[config.mk]
export PLATFORM = sky130hd
export DESIGN_NAME = fp_accum_ctrl_flat
export DESIGN_NICKNAME = d
export VERILOG_FILES = /design/src/rtl/fp_accum_ctrl_if.sv /design/src/rtl/fp_accum_ctrl.sv /design/src/flat_wrapper.sv
export SDC_FILE = /design/constraint.sdc
export NUM_CORES = 1
export LEC_CHECK = 0
export BUFFER_PORTS_ARGS = -buffer_cell sky130_fd_sc_hd__buf_2
export CELL_PAD_IN_SITES_DETAIL_PLACEMENT = 1
export CELL_PAD_IN_SITES_GLOBAL_PLACEMENT = 2
export CORE_MARGIN = 4
export CORE_UTILIZATION = 28
export CTS_CLUSTER_DIAMETER = 50
export CTS_CLUSTER_SIZE = 28
export DETAILED_ROUTE_END_ITERATION = 16
export PLACE_DENSITY = 0.9
export SYNTH_ARGS = -nofsm -noshare
export SYNTH_HDL_FRONTEND = slang
export SYNTH_SLANG_ARGS = --single-unit
[constraint.sdc]
create_clock -name clk -period 2.4 [get_ports clk]
set_input_delay 0.48 -clock clk [delete_from_list [all_inputs] [get_ports clk]]
set_output_delay 0.48 -clock clk [all_outputs]
set_load 0.02 [all_outputs]
[src/rtl/fp_accum_ctrl_if.sv]
// Bundle of handshake and datapath signals between fp_accum_ctrl and its environment.
// slave  : the controller side (drives busy, in_ready, add_a/add_b, out_valid/out_data).
// master : the environment side (drives start/len, input stream, add_result, out_ready).
interface fp_accum_ctrl_if #(
    parameter int LEN_W = 8
);
    logic             start;
    logic [LEN_W-1:0] len;
    logic             busy;
    logic             in_valid;
    logic [31:0]      in_data;
    logic             in_ready;
    logic [31:0]      add_a;
    logic [31:0]      add_b;
    logic [31:0]      add_result;
    logic             out_valid;
    logic [31:0]      out_data;
    logic             out_ready;

    modport slave (
        input  start, len, in_valid, in_data, add_result, out_ready,
        output busy, in_ready, add_a, add_b, out_valid, out_data
    );

    modport master (
        output start, len, in_valid, in_data, add_result, out_ready,
        input  busy, in_ready, add_a, add_b, out_valid, out_data
    );
endinterface

[src/rtl/fp_accum_ctrl.sv]
// Reduces a stream of len IEEE-754 singles into one sum by sequencing a shared external FP adder.
// Latency: 1 cycle/element on zero/cancel bypass, ADDER_LAT+1 cycles/element through the adder.
// Backpressure: in_ready low outside LOAD/FETCH; result held in DONE until out_ready.
// Ports: clk/rst (sync active-high), bus (slave modport): start/len/busy job control,
// in_valid/in_data/in_ready element stream, add_a/add_b/add_result adder link,
// out_valid/out_data/out_ready result.
module fp_accum_ctrl #(
    parameter int ADDER_LAT = 1,
    parameter int LEN_W     = 8
) (
    input  logic                clk,
    input  logic                rst,
    fp_accum_ctrl_if.slave      bus
);

    localparam logic [2:0] S_IDLE  = 3'd0;
    localparam logic [2:0] S_LOAD  = 3'd1;
    localparam logic [2:0] S_FETCH = 3'd2;
    localparam logic [2:0] S_ADD   = 3'd3;
    localparam logic [2:0] S_DONE  = 3'd4;

    localparam int WAIT_W = (ADDER_LAT > 1) ? $clog2(ADDER_LAT) : 1;
    localparam logic [WAIT_W-1:0] WAIT_INIT = WAIT_W'(ADDER_LAT - 1);

    logic [2:0]        state;
    logic [LEN_W-1:0]  len_q;
    logic [LEN_W-1:0]  remaining;
    logic [WAIT_W-1:0] wait_cnt;
    logic [31:0]       acc;
    logic [31:0]       opnd;

    logic in_zero;
    logic acc_zero;
    logic cancel;
    logic needs_add;

    // Exponent field zero means zero; denormals are flushed and the sign is ignored.
    assign in_zero   = (bus.in_data[30:23] == 8'd0);
    assign acc_zero  = (acc[30:23] == 8'd0);
    // Equal magnitude, opposite sign: the adder cannot produce zero, so resolve here.
    assign cancel    = (acc[30:0] == bus.in_data[30:0]) && (acc[31] != bus.in_data[31]);
    assign needs_add = !in_zero && !acc_zero && !cancel;

    always_ff @(posedge clk) begin
        if (rst) begin
            state     <= S_IDLE;
            len_q     <= '0;
            remaining <= '0;
            wait_cnt  <= '0;
            acc       <= 32'd0;
            opnd      <= 32'd0;
        end else begin
            case (state)
                S_IDLE: begin
                    if (bus.start) begin
                        len_q     <= bus.len;
                        remaining <= '0;
                        if (bus.len == '0) begin
                            acc   <= 32'd0;
                            state <= S_DONE;
                        end else begin
                            state <= S_LOAD;
                        end
                    end
                end

                S_LOAD: begin
                    if (bus.in_valid) begin
                        acc       <= in_zero ? 32'd0 : bus.in_data;
                        remaining <= len_q - LEN_W'(1);
                        state     <= (len_q == LEN_W'(1)) ? S_DONE : S_FETCH;
                    end
                end

                S_FETCH: begin
                    if (bus.in_valid) begin
                        remaining <= remaining - LEN_W'(1);
                        if (!in_zero) begin
                            if (acc_zero) begin
                                acc <= bus.in_data;
                            end else if (cancel) begin
                                acc <= 32'd0;
                            end else begin
                                opnd     <= bus.in_data;
                                wait_cnt <= WAIT_INIT;
                            end
                        end
                        // remaining still holds the pre-decrement count here.
                        if (needs_add) begin
                            state <= S_ADD;
                        end else if (remaining == LEN_W'(1)) begin
                            state <= S_DONE;
                        end
                    end
                end

                S_ADD: begin
                    if (wait_cnt == '0) begin
                        acc   <= bus.add_result;
                        state <= (remaining == '0) ? S_DONE : S_FETCH;
                    end else begin
                        wait_cnt <= wait_cnt - WAIT_W'(1);
                    end
                end

                S_DONE: begin
                    if (bus.out_ready) begin
                        state <= S_IDLE;
                    end
                end

                default: state <= S_IDLE;
            endcase
        end
    end

    // Operands come straight from the acc/opnd flops, so they stay glitch-free
    // and stable for the whole ADD window.
    assign bus.add_a     = acc;
    assign bus.add_b     = opnd;
    assign bus.busy      = (state != S_IDLE);
    assign bus.in_ready  = (state == S_LOAD) || (state == S_FETCH);
    assign bus.out_valid = (state == S_DONE);
    assign bus.out_data  = acc;

endmodule

[src/flat_wrapper.sv]
// flat-port wrapper written by rule: the top's interface ports become plain ports
module fp_accum_ctrl_flat 
#(
    parameter int ADDER_LAT = 1,
    parameter int LEN_W     = 8
)
  (clk, rst, bus_start, bus_len, bus_in_valid, bus_in_data, bus_add_result, bus_out_ready, bus_busy, bus_in_ready, bus_add_a, bus_add_b, bus_out_valid, bus_out_data);
  fp_accum_ctrl_if #(.LEN_W(LEN_W)) bus_i ();
  input  logic clk;
  input  logic rst;
  input wire logic [$bits(bus_i.start)-1:0] bus_start;
  input wire logic [$bits(bus_i.len)-1:0] bus_len;
  input wire logic [$bits(bus_i.in_valid)-1:0] bus_in_valid;
  input wire logic [$bits(bus_i.in_data)-1:0] bus_in_data;
  input wire logic [$bits(bus_i.add_result)-1:0] bus_add_result;
  input wire logic [$bits(bus_i.out_ready)-1:0] bus_out_ready;
  output wire logic [$bits(bus_i.busy)-1:0] bus_busy;
  output wire logic [$bits(bus_i.in_ready)-1:0] bus_in_ready;
  output wire logic [$bits(bus_i.add_a)-1:0] bus_add_a;
  output wire logic [$bits(bus_i.add_b)-1:0] bus_add_b;
  output wire logic [$bits(bus_i.out_valid)-1:0] bus_out_valid;
  output wire logic [$bits(bus_i.out_data)-1:0] bus_out_data;
  assign bus_i.start = bus_start;
  assign bus_i.len = bus_len;
  assign bus_i.in_valid = bus_in_valid;
  assign bus_i.in_data = bus_in_data;
  assign bus_i.add_result = bus_add_result;
  assign bus_i.out_ready = bus_out_ready;
  assign bus_busy = bus_i.busy;
  assign bus_in_ready = bus_i.in_ready;
  assign bus_add_a = bus_i.add_a;
  assign bus_add_b = bus_i.add_b;
  assign bus_out_valid = bus_i.out_valid;
  assign bus_out_data = bus_i.out_data;
  fp_accum_ctrl #(.ADDER_LAT(ADDER_LAT), .LEN_W(LEN_W)) u_core (.clk(clk), .rst(rst), .bus(bus_i));
endmodule
Word-level counts from Yosys, hierarchy flattened
Cells that the tools add are included.

storage, ports and cells
  flip-flop bits (word level) = 84
  input bits = 77

operators by class
  add/sub/neg operators = 3
  equality and inequality tests = 19
  muxes and demuxes = 31
  bitwise gates (word level) = 3
  reductions and logical operators = 22

operators with widths
  cell                   number
  $mux W32               9
  $pmux W32 S4           1
  $logic_not A8 Y1       4
  $eq A31 B31 Y1         1
  $mux W3                10
  $mux W8                3
  $pmux W8 S3            1
  $eq A8 B1 Y1 const B   2
  $ne A2 B2 Y1 const B   8
  $sub A8 B1 Y8 const B  2
  $pmux W3 S5            1
  $reduce_and A5 Y1      2
  $reduce_and A8 Y1      1
  $eq A3 B2 Y1 const B   2
  $ne A3 B1 Y1 const B   2
  $reduce_and A6 Y1      1
  $reduce_bool A3 Y1     2
  $mux W1                5
  $reduce_and A4 Y1      1
  $reduce_bool A4 Y1     1
  $eq A3 B1 Y1 const B   1
  $eq A3 B3 Y1 const B   1
  $logic_and A1 B1 Y1    3
  $logic_not A1 Y1       3
  9 further kinds        11

Longest topological paths before layout
Gate-level depths: netlist (run 1).

  depth after elaboration = 7
  mapped depth = 9
  gate-level depth less buffers = 8

Worst setup path after synthesis (run 1)
Ideal clock, no wire load.

  kind = reg2reg
  start = reg u_core.acc[31] (netlist: u_core.bus.add_a[31])
  end = reg u_core.acc[0] (netlist: u_core.bus.add_a[0])
  setup time = 0.147 ns
  arrival = 1.801 ns
  required time = 2.253 ns
  path slack = 0.453 ns
  stages on the path, launching flop included = 9
  buffers on the path = 2
  period minus slack after synthesis = 1.947 ns
  cells stage by stage = dfxtp_1 -> xor2_1 -> nand4_1 -> nor4_2 -> a21o_2 -> and2_4 -> buf_6 -> buf_6 -> a311oi_2

on the way
  word-level cells in the longest chain between the ends = 4

ends and longest elaborated chain
  what                         line                 RTL
  start, declared              fp_accum_ctrl.sv:29  logic [31:0] acc;
  start signal, assigned       fp_accum_ctrl.sv:69  acc <= in_zero ? 32'd0 : bus.in_data;
  start signal, assigned       fp_accum_ctrl.sv:80  acc <= bus.in_data;
  start signal, assigned       fp_accum_ctrl.sv:99  acc <= bus.add_result;
  $ne A1 B1 Y1                 fp_accum_ctrl.sv:41  assign cancel = (acc[30:0] == bus.in_data[30:0]) && (acc[31] != bus.in_data[31]);
  $logic_and A1 B1 Y1          fp_accum_ctrl.sv:41
  $ne A3 B1 Y1 (no line)       --
  $reduce_and A8 Y1 (no line)  --

No other way between the ends.
A chain may end at the register's enable or synchronous reset.

Worst setup path in the final report (run 1)
  start = reg u_core.state[0]
  end = reg u_core.acc[23] (netlist: u_core.bus.add_a[23])

on the way
  word-level cells in the longest chain between the ends = 3
  elaborated cells between the ends (all ways) = 14
  those cells by class = eq/ne: 10; mux: 1; reduce/logical: 3

ends and longest elaborated chain
  what                                                  line                  RTL
  start, declared                                       fp_accum_ctrl.sv:25   logic [2:0] state;
  start signal, assigned                                fp_accum_ctrl.sv:71   state <= (len_q == LEN_W'(1)) ? S_DONE : S_FETCH;
  start signal, assigned                                fp_accum_ctrl.sv:100  state <= (remaining == '0) ? S_DONE : S_FETCH;
  $eq A3 B2 Y1, or another cell as far along            fp_accum_ctrl.sv:53   case (state)
  $ne A3 B1 Y1 (no line), or another cell as far along  --
  $reduce_and A8 Y1 (no line)                           --

Several ways; a longest one is shown, not always the timed one.

==> flow_metrics.py, run 1 <==
metrics = {
    "status": {
        "result_of_the_run": "complete, no violations",
    },
    "global_route": {
        "pin_count_of_the_biggest_net_entering_global_routing": 33,
        "grt_first_pass_wirelength_um": 26600,
        "number_of_global_route_vias_before_repair": 4743,
        "total_grt_usage_pct": 17.4,
        "number_of_antenna_violations_at_the_first_check_in_global_routing": 0,
        "grt-ovfl-total": 0,
    },
    "die": {
        "fp.dieArea_um2": 19000,
        "die-width_um": 138,
        "io_pins": 176,
        "initial_core_util_pct": 28.5,
        "placement_rows": 47,
        "die_h_um": 138,
        "core_region_area_um2": 16600,
    },
    "synthesis": {
        "post_synthesis_area_per_instance_um2": 8.86,
        "synth-main-ff-cell": "dfxtp_1",
        "postSynthRegisterBits": 83,
        "synthMostInstantiatedCell": "dfxtp_1",
        "yosysSeqAreaShare_pct": 35.1,
        "synth_top_cell_by_area": "dfxtp_1",
        "synth_top_cells_by_count": "dfxtp_1, nand2_1, nor2_1, a21oi_1",
        "synth.lib_cells_used.distinct": 50,
        "synth_warnings": 0,
        "synth_async_sr_flop_share_pct": 0,
        "postSynthNetCount": 616,
        "synth-edff-count": 0,
        "syn-instance-count": 534,
        "top_cells_by_area_in_the_synthesized_netlist": "dfxtp_1, mux2i_1, a311oi_2, xnor2_1, buf_4",
        "mappedNetlistArea_um2": 4730,
        "yosysTopAreaCellShare_pct": 35.1,
    },
    "cells_and_area": {
        "register_area_um2": 1660,
        "area.growth.synth_to_final_pct": 27.3,
        "post_route_cells_drive_above_1_share_pct": 38.4,
        "number_of_nets_in_the_finished_design": 760,
        "multiInputGateArea_um2": 2640,
        "fillerInstances": 2016,
        "diodes": 0,
    },
    "power_and_ir_drop": {
        "peak_supply_drop_mv": 0.512,
        "power.share.sequential_pct": 28.7,
        "total_power_mw": 6.96,
        "power.net_switching_mw": 3.15,
        "total_leakage_power_nw": 2.39,
        "p_clk_share_pct": 18.6,
        "p_int_mw": 3.81,
        "power_density_of_the_placed_cells_nw_per_um2": 1150,
        "combinationalPowerShare_pct": 52.7,
        "swShare_pct": 45.3,
    },
    "cts": {
        "htree_num_levels": 3,
        "cts_root_buf": "clkbuf_16",
        "numClockSinks": 83,
        "clk_transition_reported_paths_ns": 0.06,
        "cts_hold_repair.buffers": 0,
        "cts-root-to-sink-buffers": 2,
        "clock_latency_ns": 0.34,
        "tritoncts": "yes",
        "cts_buffers": 9,
    },
    "timing": {
        "final-max-slew-violation-count": 0,
        "worst_clock_skew_ns": 0.00908,
        "grt_setup_unrepaired": "no",
        "final_setup_tns_ns": 0,
        "setup_violations": 0,
        "report.final.hold_viol_count": 0,
        "fmax_mhz": 458,
        "tightestPinTransition_ns": 0.747,
        "slew_headroom_pct": 49.9,
        "fin_crit_sh_pct": 90.9,
        "post-route-min-period_ns": 2.18,
    },
    "min_path": {
        "timing.hold.worst.class": "input pin to flip-flop",
    },
    "detailed_routing": {
        "detail_route.first_pass.iterations": 4,
        "drt_iter0_drc": 235,
        "drt.antenna.violating_nets": 0,
        "drt_wl_total_um": 16900,
        "detail_route.vias_per_cell": 5.05,
        "detail_route.wl_per_cell_um": 18.7,
        "vias": 4560,
        "drt_drc_violations_left": 0,
    },
    "placed_design": {
        "dp_hpwl_um": 12600,
        "io_buffers": 175,
        "place.gp.congestion": 0.831,
    },
    "critical_path": {
        "critPathSlowestCell": "o21ai_1",
        "timing.critical_path.slowest_cell_delay_ns": 0.62,
        "cp_top_family": "compound AO/OA/AOI/OAI gates",
        "cp_cell_sequence": "buf_4, nand2b_1, or2_1, o21ai_1, a22oi_1, a211oi_2",
        "worstSetupEndpointType": "flip-flop",
        "start_kind": "flip-flop",
        "critical_path_peak_fanout": 11,
        "timing.critical_path.arrival_ns": 2.45,
        "critical_path_required_ns": 2.66,
        "cp_buf_inv_count": 1,
        "timing.setup.critical_path_class": "flip-flop to flip-flop",
    },
    "job": {
        "timing.max_cap.violations": 0,
    },
}
## cells in the final DEF (no fill, tap or decap), types with 3 or more instances in the layout
| master | Yosys | layout |
|---|---|---|
| clkbuf_16 | 0 | 9 |
| a311oi_1 | 3 | 3 |
| dfxtp_1 | 83 | 83 |
| a21oi_1 | 46 | 46 |
| nor3_1 | 6 | 6 |
| or2_1 | 3 | 3 |
| nor4_1 | 6 | 6 |
| ha_1 | 5 | 5 |
| o21ai_1 | 9 | 9 |
| a31oi_1 | 3 | 3 |
| o22ai_1 | 3 | 3 |
| o21ai_0 | 29 | 29 |
| nand4_1 | 11 | 11 |
| a211oi_2 | 9 | 8 |
| mux2i_1 | 34 | 34 |
| nor2_1 | 47 | 46 |
| nand2_1 | 53 | 53 |
| buf_2 | 9 | 174 |
| buf_12 | 0 | 6 |
| inv_1 | 7 | 7 |
| a311oi_2 | 22 | 22 |
| xnor2_1 | 36 | 36 |
| buf_4 | 36 | 21 |
| nor4_2 | 5 | 5 |
| nand3_1 | 4 | 4 |
| a22oi_1 | 11 | 11 |
## stage by stage
| stage | cells | util (%) | hold WS, ns | instance area (µm²) | setup WS, ns |
|---|---|---|---|---|---|
| final | 903 | 36.3 | 0.390 | 6030 | 0.218 |
| after global routing | 903 | 36.3 | 0.393 | 6030 | 0.0698 |
| after CTS | 903 | 36.3 | 0.381 | 6020 | 0.0495 |
| after detailed placement | 887 | 34.7 | 0.477 | 5750 | 0.0326 |
| after global placement | 887 | 34.7 | 0.467 | 5750 | 0.103 |
| after floorplan | 534 | - | 0.454 | 4730 | 0.453 |
## sequential cells by signal (all words and copies together), names as in the netlist
signal and cells:
u_core.remaining 8, u_core.len_q 8, u_core.bus.add_b 32, u_core.bus.add_a 32, u_core.state 3
## final timing paths
check / from / endpoint / slack, ns / cells past startpoint
worst min-delay path: bus_len[7] / u_core.len_q[7] / 0.39 / 3
worst min register to register: u_core.bus.add_b[9] / u_core.bus.add_b[9] / 0.49 / 2
worst max-delay path: u_core.state[0] / u_core.bus.add_a[23] / 0.22 / 6
worst max register to register: u_core.state[0] / u_core.bus.add_a[23] / 0.22 / 6
## power groups by stage
stage	combinational [mW]	sequential [mW]	clock (mW)
2_1_floorplan	2.43	2.19	0
3_3_place_gp	3.60	2.02	0
3_5_place_dp	3.65	2.02	0
4_1_cts	3.68	2.00	1.33
5_1_grt	3.99	2.05	1.40
6_report	3.67	2.00	1.30
## timing repair
item / 4_1_cts / 5_1_grt
endpoints found under the setup margin: 0 / 1
gates resized for setup: 0 / 1
setup buffers: 0 / 0
## layout make-up
| cell class | instances | area share [%] |
|---|---|---|
| clock buffers | 11 | 3.86 |
| clock inverters | 5 | 0.623 |
| inverters | 8 | 0.498 |
| multi-input cells | 375 | 43.8 |
| flip-flops and latches | 83 | 27.6 |
| well taps | 220 | 4.57 |
| repair buffers | 201 | 19.1 |
## per-layer routing
metal,vias to the layer above,GRT usage (%),wire (µm)
li1,2181,-,-
met1,2231,23.4,7670
met2,138,28.5,8220
met3,10,4.21,819
met4,0,3.43,188
met5,-,0,0
## logic make-up (layout without fill, tap and decap cells)
group                      count (synthesis)  count (layout)  share of synthesized area [%]
and+or+nand+nor                          151             151                           16.0
AOI/OAI and AO/OA                        147             147                           23.6
buffers and inverters                     76             225                           9.75
adders and majority gates                  5               5                           1.32
DFF                                       83              83                           35.1
muxes                                     34              34                           7.19
xor gates and xnor gates                  38              38                           7.03
## tightest hold or removal path: stages
cell	delay, ns
buf_2	0.11
nand2_1	0.05
a21oi_1	0.05
Power figures use the tool's default switching activity.
==> run 2: changes to the inputs <==
BUFFER_PORTS_ARGS = -buffer_cell sky130_fd_sc_hd__buf_4   (was -buffer_cell sky130_fd_sc_hd__buf_2)
==> run 2 against run 1 <==
Effect of this change:
- global-route usage is 0.85 points higher
- flip-flop and latch count stayed put
- total power grew 4.6%
- clock power grew 12%
- die area unchanged
- critical path type unchanged
==> flow_metrics.py, run 2 (synthesis gave the netlist of run 1 again) <==
metrics = {
    "cts": {
        "tritoncts": "yes",
        "cts-root-to-sink-buffers": 2,
        "cts_post_setup_buffers_inserted": 0,
        "numClockSinks": 83,
        "clk_transition_reported_paths_ns": 0.07,
        "htree_num_levels": 3,
        "cts_hold_repair.buffers": 0,
        "cts_root_buf": "clkbuf_16",
        "cts_buffers": 9,
        "clock_latency_ns": 0.35,
    },
    "placed_design": {
        "dp_hpwl_um": 13300,
        "dp_worst_setup_slack_ns": -0.234,
        "io_buffers": 175,
        "place_inst": 881,
        "dpl_cell_area_um2": 6090,
        "place.gp.congestion": 0.820,
    },
    "power_and_ir_drop": {
        "peak_supply_drop_mv": 0.491,
        "power_density_of_the_placed_cells_nw_per_um2": 1130,
        "total_leakage_power_nw": 2.46,
        "total_power_mw": 7.28,
    },
    "global_route": {
        "total_grt_usage_pct": 18.2,
        "grt_first_pass_wirelength_um": 28000,
        "pin_count_of_the_biggest_net_entering_global_routing": 45,
        "grt-ovfl-total": 0,
        "number_of_global_route_vias_before_repair": 4950,
        "number_of_antenna_violations_at_the_first_check_in_global_routing": 0,
    },
    "timing": {
        "final_setup_tns_ns": 0,
        "slew_headroom_pct": 59.6,
        "worst_clock_skew_ns": 0.0102,
        "setup_violations": 0,
        "holdWs_ns": 0.398,
        "final-max-slew-violation-count": 0,
        "report.final.hold_viol_count": 0,
        "fin_crit_sh_pct": 95.6,
        "tightestPinTransition_ns": 0.605,
        "post-route-min-period_ns": 2.29,
        "fmax_mhz": 436,
        "setup_ws_ns": 0.105,
    },
    "min_path": {
        "timing.hold.worst.class": "input pin to flip-flop",
    },
    "detailed_routing": {
        "m1WireLength_um": 7550,
        "detailroute.wirelength.met2_um": 8860,
        "vias": 4643,
        "detail_route.vias_per_cell": 5.17,
        "highest-signal-layer": "met4",
        "detail_route.wl_per_cell_um": 20.0,
        "drt_wl_total_um": 17900,
        "drt.antenna.violating_nets": 0,
        "drt_iter0_drc": 190,
        "detailroute.wirelength.met3_um": 1030,
        "detail_route.first_pass.iterations": 4,
        "drt_drc_violations_left": 0,
    },
    "cells_and_area": {
        "diodes": 0,
        "final_cell_count_no_fill": 898,
        "register_area_um2": 1660,
        "layout.cells.most_common": "buf_4",
        "most-common-layout-cells": "buf_4, dfxtp_1, nand2_1",
        "final_design_area_no_fill_um2": 6420,
        "number_of_nets_in_the_finished_design": 755,
        "area.growth.synth_to_final_pct": 35.6,
        "multiInputGateArea_um2": 2660,
        "fillerInstances": 1991,
        "finish.utilization_pct": 38.7,
        "post_route_cells_drive_above_1_share_pct": 38.1,
    },
    "die": {
        "initial_core_util_pct": 28.5,
        "fp.dieArea_um2": 19000,
        "die_h_um": 138,
        "placement_rows": 47,
        "core_region_area_um2": 16600,
        "io_pins": 176,
        "die-width_um": 138,
    },
    "status": {
        "result_of_the_run": "complete, no violations",
    },
    "critical_path": {
        "start_kind": "flip-flop",
        "critical_path_required_ns": 2.59,
        "timing.critical_path.arrival_ns": 2.49,
        "worstSetupEndpointType": "flip-flop",
        "timing.setup.critical_path_class": "flip-flop to flip-flop",
        "critPathSlowestCell": "and2_2",
        "cp_cell_sequence": "xnor2_2, nand4_1, nor4_4, a21o_2, and2_2, a311oi_2",
        "timing.critical_path.slowest_cell_delay_ns": 0.51,
        "critical_path_peak_fanout": 16,
    },
    "job": {
        "timing.max_cap.violations": 0,
    },
}
-- run 2: worst paths after layout --
| check | start | end | slack [ns] | depth (start not counted) |
|---|---|---|---|---|
| min | bus_in_data[16] | u_core.bus.add_b[16] | 0.40 | 3 |
| min reg2reg | u_core.len_q[7] | u_core.len_q[7] | 0.49 | 2 |
| max reg2reg | u_core.bus.add_a[30] | u_core.bus.add_a[10] | 0.11 | 6 |
| max | u_core.bus.add_a[30] | u_core.bus.add_a[10] | 0.11 | 6 |
-- run 2: power breakdown --
| group | internal (mW) | switching (mW) |
|---|---|---|
| logic | 1.54 | 2.26 |
| clock network | 0.821 | 0.627 |
| registers | 1.68 | 0.348 |
| total | 4.04 | 3.24 |
-- run 2: area by class of cell --
cell class | instances | area share (%)
tap | 220 | 4.29
timing repair buffer | 195 | 23.2
inverter | 8 | 0.468
clock buffer | 10 | 3.57
multi-input combinational | 376 | 41.5
clock inverter | 6 | 1.11
sequential | 83 | 25.9
-- run 2: layer usage --
metal  up-vias  track usage [%]
met3        30             3.38
met2       161             30.5
met5         -                0
met4         0             7.28
li1       2171                -
met1      2281             23.1
-- run 2: timing repair --
| item | 4_1_cts | 5_1_grt |
|---|---|---|
| gates resized for setup | 1 | 2 |
| setup endpoints to repair | 8 | 32 |
| gates cloned | 0 | 1 |
-- run 2: worst max-delay path: cells and delay by family, from the launching register on --
family                    cells  cell delay [ns]
and+or+nand+nor               3             1.06
DFF                           1             0.48
AOI/OAI and AO/OA             2             0.40
xor gates and xnor gates      1             0.19
